[config.mk]
export PLATFORM = sky130hd
export DESIGN_NAME = pc_unit
export DESIGN_NICKNAME = d
export VERILOG_FILES = /design/src/rtl/pc_unit.sv
export SDC_FILE = /design/constraint.sdc
export NUM_CORES = 1
export LEC_CHECK = 0
export CORE_MARGIN = 10
export CORE_UTILIZATION = 35
export DETAILED_ROUTE_END_ITERATION = 12
export HOLD_SLACK_MARGIN = 0.08
export SYNTH_ARGS = -nofsm -noshare
export SYNTH_HDL_FRONTEND = slang
export SYNTH_SLANG_ARGS = --single-unit
[constraint.sdc]
create_clock -name clk -period 2.1 [get_ports clk]
set_input_delay 0.21 -clock clk [delete_from_list [all_inputs] [get_ports clk]]
set_output_delay 0.21 -clock clk [all_outputs]
set_load 0.02 [all_outputs]
[src/rtl/pc_unit.sv]
// Fetch-stage program counter with branch/jump redirect, stall hold and an
// internal circular return-address stack with sticky overflow/underflow flags.
// Optional bound check is enabled by defining PC_BOUND_CHECK_EN.
module pc_unit #(
    parameter int unsigned     PC_W      = 8,
    parameter logic [PC_W-1:0] INC       = PC_W'(1),
    parameter logic [PC_W-1:0] RESET_VEC = '0,
    parameter int unsigned     RAS_DEPTH = 4,
    parameter logic [PC_W-1:0] MAX_ADDR  = '1,
    parameter logic [PC_W-1:0] TRAP_VEC  = '0
) (
    input  logic                           clk,
    input  logic                           reset,
    input  logic                           stall,
    input  logic                           branch_taken,
    input  logic [PC_W-1:0]                branch_target,
    input  logic                           jump,
    input  logic [PC_W-1:0]                jump_target,
    input  logic                           call,
    input  logic                           ret,
    output logic [PC_W-1:0]                PC_out,
    output logic                           redirect,
    output logic [$clog2(RAS_DEPTH+1)-1:0] ras_count,
    output logic                           ras_overflow,
    output logic                           ras_underflow,
    output logic                           trap
);

    localparam int unsigned PTR_W = $clog2(RAS_DEPTH);
    localparam int unsigned CNT_W = $clog2(RAS_DEPTH + 1);
    localparam logic [CNT_W-1:0] CNT_FULL = CNT_W'(RAS_DEPTH);

    logic [PC_W-1:0]  pc_q, pc_d;
    logic             redirect_q, redirect_d;
    logic [CNT_W-1:0] cnt_q, cnt_d;
    logic [PTR_W-1:0] ptr_q, ptr_d;        // next free slot; top entry is ptr_q-1
    logic             ovf_q, ovf_d;
    logic             unf_q, unf_d;
    logic             trap_d;
    logic             push;
    logic [PC_W-1:0]  pc_seq;
    logic [PC_W-1:0]  ras_q [RAS_DEPTH];

    assign pc_seq = pc_q + INC;

    // Next-PC selection and RAS bookkeeping, highest priority first
    always_comb begin
        pc_d       = pc_seq;
        redirect_d = 1'b0;
        cnt_d      = cnt_q;
        ptr_d      = ptr_q;
        ovf_d      = ovf_q;
        unf_d      = unf_q;
        trap_d     = 1'b0;
        push       = 1'b0;

        if (branch_taken) begin
            pc_d       = branch_target;
            redirect_d = 1'b1;
        end else if (stall) begin
            pc_d = pc_q;
        end else if (ret) begin
            if (cnt_q != '0) begin
                pc_d       = ras_q[ptr_q - 1'b1];
                ptr_d      = ptr_q - 1'b1;
                cnt_d      = cnt_q - 1'b1;
                redirect_d = 1'b1;
            end else begin
                unf_d = 1'b1;
            end
        end else if (call) begin
            pc_d       = jump_target;
            push       = 1'b1;
            ptr_d      = ptr_q + 1'b1;
            redirect_d = 1'b1;
            // When full the write slot is the oldest entry, so it is overwritten
            if (cnt_q == CNT_FULL) begin
                ovf_d = 1'b1;
            end else begin
                cnt_d = cnt_q + 1'b1;
            end
        end else if (jump) begin
            pc_d       = jump_target;
            redirect_d = 1'b1;
        end

`ifdef PC_BOUND_CHECK_EN
        if (pc_d > MAX_ADDR) begin
            pc_d       = TRAP_VEC;
            trap_d     = 1'b1;
            redirect_d = 1'b1;
        end
`endif
    end

    // PC, pointer, count and flag registers with synchronous reset
    always_ff @(posedge clk) begin
        if (reset) begin
            pc_q       <= RESET_VEC;
            redirect_q <= 1'b0;
            cnt_q      <= '0;
            ptr_q      <= '0;
            ovf_q      <= 1'b0;
            unf_q      <= 1'b0;
        end else begin
            pc_q       <= pc_d;
            redirect_q <= redirect_d;
            cnt_q      <= cnt_d;
            ptr_q      <= ptr_d;
            ovf_q      <= ovf_d;
            unf_q      <= unf_d;
        end
    end

    // RAS storage; contents need no reset since the count gates all reads
    always_ff @(posedge clk) begin
        if (!reset && push) begin
            ras_q[ptr_q] <= pc_seq;
        end
    end

`ifdef PC_BOUND_CHECK_EN
    logic trap_q;

    // One-cycle trap pulse on a bound violation
    always_ff @(posedge clk) begin
        if (reset) begin
            trap_q <= 1'b0;
        end else begin
            trap_q <= trap_d;
        end
    end

    assign trap = trap_q;
`else
    logic unused_bound_cfg;
    assign unused_bound_cfg = ^{MAX_ADDR, TRAP_VEC, trap_d};
    assign trap = 1'b0;
`endif

    assign PC_out        = pc_q;
    assign redirect      = redirect_q;
    assign ras_count     = cnt_q;
    assign ras_overflow  = ovf_q;
    assign ras_underflow = unf_q;

endmodule

==> results.md <==
* Htree depth at 2
* Antenna-violating nets left at 0
* Startpoint types: flop
* Mean Syn Cell Area at 11.4 um^2
* Core area at between 6000 and 7000 um^2
* Worst reg-to-reg path cell count at 7
* CTS resizes at 0
* Status: finished clean
* TNS Setup at 0 ns
* Later-pin clock latency in the skew report at about 0.30 ns
* VDD IR max at around 270 uV
* GPL Wtd Cong at between 0.8 and 0.9
* CP Data Arrival Time at between 2 and 2.5 ns
* RR Startpoint: ptr_q[1]
* Share of layout cells above drive strength 1 at 16.5%
* Post-synth EDFFs at 32
* Cell Area, Synth at ~2400 um^2
* CP Data Required Time at 2.30 ns
* Clock Tree Buf Depth at 2
* CP Capture Type: flop
* Final Cycle Share at between 80% and 90%
* Main synth FF type: edfxtp_1
* Startpoint of the worst hold path: branch_target[1]
* Worst-margin pin slew at between 0.5 and 0.6 ns
* RSZ-0062 raised after global routing: no
* Die Ht at 103 um
* Vias at 1780
* Register area at 1280 um^2
* Most frequent cells in the layout: clkdlybuf4s50_1, edfxtp_1, inv_1, a21oi_1, buf_4
* Hpwl dp at 4.36 mm
* Gr ovfl total at 0
* Post-Synth Simple-Gate Area at a little over a tenth
* Flop-to-flop setup slack at 0.28 ns
* Layout fillers at 639
* Final min period at 1.82 ns
* Initial Utilization at between 30% and 40%
* Io pins at 38
* Post-synth cell types at 44
* Max Cap Viol at 0
* CTS Hold Bufs at 0
* Worst Hold Class: input pin to flop
* FMAX at roughly 0.55 GHz
* Synth Area in XOR/XNOR at about 2.2%
* Yosys warns at 0
* CTS Root Cell: clkbuf_8
* Inst Count DP at 333
* Hold Path Depth at 3
* Ant diodes at 0
* CTS sink count at 48
* Total CTS buffers at 5
* Post-synthesis mux area share at 7.95%
* Total die area at between 10000 and 15000 um^2
* 1st-pass router iterations at 4
* # setup viols final at 0
* Syn nets at between 200 and 250
* Static leakage at roughly 1.1 nW
* Die W at about 100 um
* Row Count at 30
* Post-synthesis adder-cell area fraction at 3.45%
* Post-Layout Cell Count at about 340
* Syn Inst Count at 210
* First-pass GRT wire length at ~9.4 mm
* Multi-input gate area at slightly below 1000 um^2
* Complex-gate fraction of the synthesized area at between 10% and 20%
* Routed Wire Length at slightly below 6 mm
* DR iter-0 viols at between 90 and 100
* Drt drc at 0
* DR vias/cell at approximately 5.2
* Power Density at 682 nW/um^2
* Post-CTS setup buffer count at 0
* Clock-pin slew on the worst setup and hold paths at 0.09 ns
* Hold Path End: PC_out[1]
* Worst R2R End: PC_out[5]
* Final hold vios at 0
* Post-synth ARST share at 0%
* Initial antenna violation count at 0
* Area Growth Syn to Fin at 28.9%
* Max_slew headroom at approximately 64%
* Avg WL per Cell at between 15 and 20 um
* CTS tree: built
* Commonest non-fill, non-tap cell in the layout: clkdlybuf4s50_1
* Fin. max-slew vios at 0
* Combinational family with the most area after synthesis: compound AO/OA/AOI/OAI gates
* Layout Nets at between 200 and 300
* Clock Skew at around 0.0060 ns
* Largest net degree at the start of global routing at 18
* Vias in the first global route at roughly 1.8k
* GR Util All Layers at a little under an eighth
* Critical path fanouts, max at 11
* Seq cells post-synth at 48
* Port Buffers at 36
* Setup CP Type: flop to flop
* Register area share after synthesis at a little over half
[report_power, final]
part	internal, mW	total (mW)	switching [mW]	leakage (nW)
Clock	0.359	0.681	0.323	0.0548
Combinational	0.173	0.364	0.190	0.611
Sequential	1.04	1.06	0.0244	0.423
Total	1.57	2.11	0.537	1.09
[worst max-delay path, cell delays in order, from the launching register on]
cell,delay [ns]
dfxtp_1,0.41
inv_1,0.09
ha_1,0.30
buf_4,0.20
mux4_2,0.32
a21o_1,0.18
o21ai_0,0.14
nand2_1,0.06
[kinds of logic (layout without fill, tap and decap cells)]
family,after synthesis,count (layout)
AOI/OAI and AO/OA,59,59
and+or+nand+nor,50,50
DFF,48,48
buffers and inverters,31,82
muxes,9,9
adders and majority gates,6,6
xor gates and xnor gates,6,6
other,1,1
[state kept, by name, indices dropped and copies added, names as in the netlist]
name / count
ras_overflow: 1
ras_q: 32
PC_out: 8
ptr_q: 2
ras_underflow: 1
ras_count: 3
redirect: 1
[routing by layer]
metal  routed length (um)  part of all wire, %  GRT usage (%)  up-vias
met2                 2700                   47           18.4       48
li1                     -                    -              -      874
met3                  291                  5.0           2.75        2
met5                    0                    0              0        -
met4                   48                 0.83           3.69        0
met1                 2750                   48           15.3      856
[metrics by stage]
stage	instance area, um^2	total power, mW	worst slack, ns	util, %	hold WS (ns)
floorplan	2390	1.29	0.120	-	0.360
global placement	2970	1.45	0.173	44.2	0.454
detailed placement	2970	1.45	0.125	44.2	0.478
CTS	3090	2.13	0.282	45.9	0.463
global route	3090	2.22	0.120	45.9	0.478
finish	3090	2.11	0.284	45.9	0.470
[synth_stat cells, drive strengths merged (2+ instances only)]
cell type | number | area (um^2)
o211ai | 3 | 22.5
mux4 | 8 | 180
and2 | 5 | 31.3
nor3 | 3 | 15.0
o21ai | 15 | 78.8
a22oi | 2 | 15.0
a21boi | 2 | 15.0
a21oi | 18 | 90.1
a21o | 2 | 15.0
buf | 8 | 52.6
nor2 | 14 | 60.1
a221oi | 5 | 56.3
nand3 | 5 | 25.0
a31oi | 3 | 18.8
dfxtp | 16 | 320
ha | 5 | 62.6
edfxtp | 32 | 961
xnor2 | 4 | 35.0
inv | 18 | 67.6
or3 | 5 | 36.3
xor2 | 2 | 17.5
clkbuf | 5 | 18.8
nor4 | 2 | 12.5
nand2 | 13 | 48.8
a311oi | 2 | 17.5
a211oi | 2 | 15.0
[final cells by class]
type	instances	area share, %
repair buffers	56	17.8
clock buffers	5	2.23
clock inverters	3	1.50
flip-flops and latches	48	41.5
inverters	18	2.19
multi-input cells	131	31.5
well taps	80	3.24
[worst max-delay path by stage]
stage | cells past startpoint | slack [ns] | to | startpoint
CTS | 6 | 0.28 | PC_out[0] | ptr_q[1]
global placement | 5 | 0.17 | ras_q[2][4] | branch_taken
global route | 6 | 0.12 | PC_out[2] | PC_out[0]
finish | 7 | 0.28 | PC_out[5] | ptr_q[1]
detailed placement | 7 | 0.13 | ras_q[0][4] | ret
floorplan | 7 | 0.12 | PC_out[6] | ptr_q[0]
No activity file was read; power rests on OpenSTA's default activity.
